## src/rtl/pc_gen_pkg.sv

```systemverilog
// Shared encodings for the fetch-stage PC generator: FSM states, jump codes
// and the B-type funct3 values.
package pc_gen_pkg;

  typedef enum logic [1:0] {
    ST_BOOT = 2'd0,
    ST_RUN  = 2'd1,
    ST_TRAP = 2'd2
  } state_e;

  localparam logic [1:0] JUMP_NONE = 2'b00;
  localparam logic [1:0] JUMP_JAL  = 2'b10;
  localparam logic [1:0] JUMP_JALR = 2'b11;

  localparam logic [2:0] F3_BEQ  = 3'b000;
  localparam logic [2:0] F3_BNE  = 3'b001;
  localparam logic [2:0] F3_BLT  = 3'b100;
  localparam logic [2:0] F3_BGE  = 3'b101;
  localparam logic [2:0] F3_BLTU = 3'b110;
  localparam logic [2:0] F3_BGEU = 3'b111;

endpackage

```

## src/rtl/pc_gen_br_cond.sv

```systemverilog
// Branch-condition decode: funct3 plus ALU compare flags -> taken.
// Reserved funct3 values (010/011) are never taken.
module pc_gen_br_cond
  import pc_gen_pkg::*;
(
  input  logic [2:0] br_op_i,
  input  logic       zero_i,
  input  logic       lt_i,
  input  logic       ltu_i,
  output logic       taken_o
);

  always_comb begin
    taken_o = 1'b0;
    case (br_op_i)
      F3_BEQ:  taken_o = zero_i;
      F3_BNE:  taken_o = ~zero_i;
      F3_BLT:  taken_o = lt_i;
      F3_BGE:  taken_o = ~lt_i;
      F3_BLTU: taken_o = ltu_i;
      F3_BGEU: taken_o = ~ltu_i;
      default: taken_o = 1'b0;
    endcase
  end

endmodule

```

## src/rtl/pc_gen.sv

```systemverilog
// RV32 fetch-stage program counter: sequential / branch / JAL / JALR next-PC,
// stall, one-cycle boot, misaligned-target trap and a retired-fetch counter.
module pc_gen
  import pc_gen_pkg::*;
#(
  parameter int unsigned PC_W      = 10,
  parameter int unsigned XLEN      = 32,
  parameter int unsigned IMM_W     = 21,
  parameter int unsigned RESET_VEC = 0,
  parameter int unsigned TRAP_VEC  = 'h3C0,
  parameter int unsigned CNT_W     = 16
) (
  input  logic             clk,
  input  logic             reset,
  input  logic             stall,
  input  logic             branch,
  input  logic [2:0]       br_op,
  input  logic             zero_flag,
  input  logic             lt_flag,
  input  logic             ltu_flag,
  input  logic [1:0]       jump_mode,
  input  logic [IMM_W-1:0] immediate,
  input  logic [XLEN-1:0]  reg_out1,
  input  logic             trap_clear,
  output logic [PC_W-1:0]  pc_out,
  output logic [PC_W-1:0]  pc_plus4,
  output logic             fetch_valid,
  output logic             redirect,
  output logic             misalign_fault,
  output logic [PC_W-1:0]  fault_pc,
  output logic [CNT_W-1:0] fetch_count,
  output state_e           state_dbg
);

  localparam logic [PC_W-1:0] RST_PC  = PC_W'(RESET_VEC);
  localparam logic [PC_W-1:0] TRAP_PC = PC_W'(TRAP_VEC);

  state_e           state_q, state_d;
  logic [PC_W-1:0]  pc_q, pc_d;
  logic [PC_W-1:0]  fault_q, fault_d;
  logic [CNT_W-1:0] cnt_q, cnt_d;
  logic             redirect_q, redirect_d;

  logic             taken;
  logic             nonseq;
  logic [PC_W-1:0]  target;
  logic [PC_W-1:0]  pc_rel;
  logic [PC_W-1:0]  jalr_sum;

  // Targets are reduced mod 2^PC_W, so only the low PC_W bits of the
  // sign-extended immediate and rs1 ever matter (IMM_W, XLEN >= PC_W).
  logic unused_hi;
  assign unused_hi = ^{reg_out1[XLEN-1:PC_W], immediate[IMM_W-1:PC_W]};

  pc_gen_br_cond u_br_cond (
    .br_op_i (br_op),
    .zero_i  (zero_flag),
    .lt_i    (lt_flag),
    .ltu_i   (ltu_flag),
    .taken_o (taken)
  );

  assign pc_rel   = pc_q + immediate[PC_W-1:0];
  assign jalr_sum = reg_out1[PC_W-1:0] + immediate[PC_W-1:0];
  assign pc_plus4 = pc_q + PC_W'(4);

  always_comb begin
    nonseq = 1'b0;
    target = pc_rel;
    if (jump_mode == JUMP_JALR) begin
      nonseq = 1'b1;
      target = {jalr_sum[PC_W-1:1], 1'b0};
    end else if (jump_mode == JUMP_JAL) begin
      nonseq = 1'b1;
    end else if (branch && taken) begin
      nonseq = 1'b1;
    end
  end

  always_comb begin
    state_d    = state_q;
    pc_d       = pc_q;
    fault_d    = fault_q;
    cnt_d      = cnt_q;
    redirect_d = 1'b0;
    case (state_q)
      ST_BOOT: state_d = ST_RUN;
      ST_RUN: begin
        if (!stall) begin
          cnt_d = cnt_q + CNT_W'(1);
          if (!nonseq) begin
            pc_d = pc_plus4;
          end else if (target[1:0] != 2'b00) begin
            // Faulting target is dropped; the faulting instruction's PC is kept.
            pc_d    = TRAP_PC;
            fault_d = pc_q;
            state_d = ST_TRAP;
          end else begin
            pc_d       = target;
            redirect_d = 1'b1;
          end
        end
      end
      ST_TRAP: if (trap_clear) state_d = ST_RUN;
      default: state_d = ST_BOOT;
    endcase
  end

  always_ff @(posedge clk or negedge reset) begin
    if (!reset) begin
      state_q    <= ST_BOOT;
      pc_q       <= RST_PC;
      fault_q    <= '0;
      cnt_q      <= '0;
      redirect_q <= 1'b0;
    end else begin
      state_q    <= state_d;
      pc_q       <= pc_d;
      fault_q    <= fault_d;
      cnt_q      <= cnt_d;
      redirect_q <= redirect_d;
    end
  end

  assign pc_out         = pc_q;
  assign fetch_valid    = (state_q == ST_RUN);
  assign misalign_fault = (state_q == ST_TRAP);
  assign redirect       = redirect_q;
  assign fault_pc       = fault_q;
  assign fetch_count    = cnt_q;
  assign state_dbg      = state_q;

endmodule

```

## config.mk

```make
export PLATFORM = sky130hd
export DESIGN_NAME = pc_gen
export DESIGN_NICKNAME = d
export VERILOG_FILES = /design/src/rtl/pc_gen_pkg.sv /design/src/rtl/pc_gen_br_cond.sv /design/src/rtl/pc_gen.sv
export SDC_FILE = /design/constraint.sdc
export NUM_CORES = 1
export LEC_CHECK = 0
export ABC_AREA = 1
export BUFFER_PORTS_ARGS = -buffer_cell sky130_fd_sc_hd__buf_2
export CAP_MARGIN = 20
export CELL_PAD_IN_SITES_DETAIL_PLACEMENT = 1
export CELL_PAD_IN_SITES_GLOBAL_PLACEMENT = 2
export CORE_ASPECT_RATIO = 0.6
export CORE_MARGIN = 2
export CORE_UTILIZATION = 28
export CTS_BUF_LIST = sky130_fd_sc_hd__clkbuf_16
export CTS_CLUSTER_DIAMETER = 40
export DETAILED_ROUTE_END_ITERATION = 10
export PLACE_DENSITY_LB_ADDON = 0.1
export SYNTH_ARGS = -nofsm -noshare
export SYNTH_HDL_FRONTEND = slang
export SYNTH_SLANG_ARGS = --single-unit
```

## constraint.sdc

```tcl
create_clock -name clk -period 3.55 [get_ports clk]
set_input_delay 0.1775 -clock clk [delete_from_list [all_inputs] [get_ports clk]]
set_output_delay 0.1775 -clock clk [all_outputs]
set_load 0.01 [all_outputs]
```

==> impl_results.md <==
- Fill count: 1,353
- Seq cells post-synth: 39
- Root Driver: clkbuf_16
- Final period utilization: 0.7159
- Worst-path maximum fanout: 21
- VDD IR max: 0.0002115 V
- # resized after CTS: 0
- CP required: 3.73 ns
- I/O Buffers: 83
- CP delay by family, top: adder cells
- Final Util: 0.3535
- Die Height: 84.34 um
- Initial antenna violation count: 0
- Post-DRT Antenna Nets: 0
- Top cells by area, synth: dfrtp_1, nand2_1, inv_1
- Hold Buf Count CTS: 0
- Final Critical Period: 2.542 ns
- Status: finished, final reports clean
- Vias: 2,961
- Worst skew pair latency: 0.29 ns
- DIE WIDTH: 137.9 um
- Startpoint Class: register
- First-pass GRT wire length: 15,430 um
- Slowest stage delay, CP: 0.58 ns
- Fmax: 0.3935 GHz
- Kind of critical path: register to register
- WHS: 0.03781 ns
- FFs w/ async S/R, synth: 1.000
- Syn Area/Cell: 7.020 sq um
- Post CTS Setup Buffer Count: 0
- Reg2reg end: fault_pc[1]$_DFFE_PN0P_
- # rows: 29
- R2r setup slk: 1.01 ns
- Slowest-stage cell, CP: nand3_1
- Hold Vio Cnt, Final: 0
- Hold Crit Class: primary input to asynchronous set/reset pin
- Final Skew: 0.002061 ns
- Clock buffer depth: 2
- Detailed placement HPWL: 7995 um
- Largest area contributor in the netlist: dfrtp_1
- P_leak: 2.165 nW
- Synthesized area: 3012 sq um
- Pre-antenna DRT Iters: 4
- Residual DRC count: 0
- Register-to-Register Path Depth: 6
- Worst path arrival time: 2.72 ns
- Core Region: 10,520 sq um
- H-tree depth: 2
- Multi-input gate area: 1724 sq um
- Worst Path Buf+Inv: 1
- Final setup violation count: 0
- Reg2reg start: pc_out[0]$_DFFE_PN0P_
- CTS Sinks: 39
- Fin. max-slew vios: 0
- Net Count, Synth: 516
- Initial detailed-routing violation count: 119
- Total CTS buffers: 5
- Synth Instances: 429
- Synth cell count leaders: nand2_1, inv_1, nand3_1
- Area growth syn-to-layout: 23.51%
- Top-count cell post-synth: nand2_1
- Total GRT Usage: 0.1741
- Slew margin rel.: 0.3611
- Yosys warns: 0
- Final nets: 598
- Number of synthesized flops with an enable pin: 0
- Worst setup EP type: register
- ANT cells: 0
- Seq/Total Area, Yosys: 0.3241
- WL/cell: 14.84 um
- FF/Latch Area: 975.9 sq um
- Vias per cell: 4.548
- Aggregate global routing overflow: 0
- CTS tree: built
- Post-synth top area share: 0.3241
- Pwr per Cell Area: 664.7 nW/um^2
- Io pins: 117
- Vias in the first global route: 2,900
- RD Place Congestion: 0.7902
- Max cap viols: 0
- Pin count of the biggest net entering global routing: 40
- Main synth FF type: dfrtp_1
- Routed WL: 9664 um
- RSZ-0062 raised after global routing: no
- CP cell instances: ha_1, inv_1, fa_1, a31oi_4, nand3_1, o21ai_0
- Full die area: 11,630 sq um
- Yosys cell types: 31
- Worst Tran Pin Value: 0.9584 ns
- Worst-path clk slew: 0.06 ns
- Share of cells above drive strength 1: 0.2051
- Setup TNS: 0 ns
- Initial Util: 0.2862
[per-stage QoR]
step	instances	power [mW]	instance area (sq um)	worst slack [ns]
floorplan	429	1.507	3012	1.691
global placement	643	1.944	3556	1.116
detailed placement	643	1.982	3556	0.9962
CTS	651	2.521	3720	0.9866
global route	651	2.704	3720	0.7435
finish	651	2.473	3720	1.008
[worst reg2reg max path: stages (launching register included)]
cell     delay [ns]
dfrtp_1        0.41
ha_1           0.25
inv_1          0.09
fa_1           0.46
a31oi_4        0.25
nand3_1        0.58
o21ai_0        0.40
[worst max-delay path by stage]
stage,from,end,slack (ns),depth (start not counted)
2_1_floorplan,pc_out[0]$_DFFE_PN0P_,fault_pc[6]$_DFFE_PN0P_,1.69,8
3_3_place_gp,pc_out[0]$_DFFE_PN0P_,fault_pc[9]$_DFFE_PN0P_,1.12,6
3_5_place_dp,pc_out[0]$_DFFE_PN0P_,fault_pc[1]$_DFFE_PN0P_,1.0,6
4_1_cts,pc_out[0]$_DFFE_PN0P_,fault_pc[1]$_DFFE_PN0P_,0.99,6
5_1_grt,pc_out[0]$_DFFE_PN0P_,fault_pc[1]$_DFFE_PN0P_,0.74,6
6_report,pc_out[0]$_DFFE_PN0P_,fault_pc[1]$_DFFE_PN0P_,1.01,6
[final cells by class]
class	instances	share of cell area
multi-input cells	311	0.4635
flip-flops and latches	39	0.2624
repair buffers	83	0.1117
inverters	71	0.07164
well taps	139	0.04675
clock buffers	5	0.03364
clock inverters	3	0.01043
[flip-flops by register name (all words and copies together) (netlist names)]
register and count:
pc_out 10, redirect 1, state_dbg 2, fault_pc 10
fetch_count 16
[layer usage]
metal | GRT usage | share of wire | up-vias
li1 | - | - | 1515
met1 | 0.2756 | 0.56 | 1373
met2 | 0.2399 | 0.38 | 67
met3 | 0.03563 | 0.054 | 6
met4 | 0.03618 | 0.0079 | 0
met5 | 0 | 0 | -
[kinds of logic (layout without fill, tap and decap cells)]
| family | after synthesis | count (layout) | share of synthesized area |
|---|---|---|---|
| XOR/XNOR | 23 | 23 | 0.06689 |
| flip-flops | 39 | 39 | 0.3241 |
| adder cells (fa/ha/maj) | 21 | 21 | 0.09223 |
| buffers and inverters | 79 | 162 | 0.1034 |
| AND/OR/NAND/NOR | 230 | 230 | 0.3432 |
| AO/OA/AOI/OAI | 37 | 37 | 0.07021 |
[where the power goes]
part | switching (mW) | internal [mW]
sequential | 0.165 | 0.572
clock | 0.189 | 0.328
combinational | 0.757 | 0.462
total | 1.11 | 1.36
[cells in the final DEF (no fill, tap or decap), drive strengths merged, types with 2 or more instances in the layout]
cell type    n
buf         83
dfrtp       39
clkinv       2
nor3         3
nand2      132
clkbuf       5
ha          19
xor2        11
nor2        38
nand3b       3
fa           2
o21ai       20
nand4       11
nand3       41
a21o         2
a21oi       12
inv         71
xnor2       12
or2          2
(Power assumes the default switching activity.)
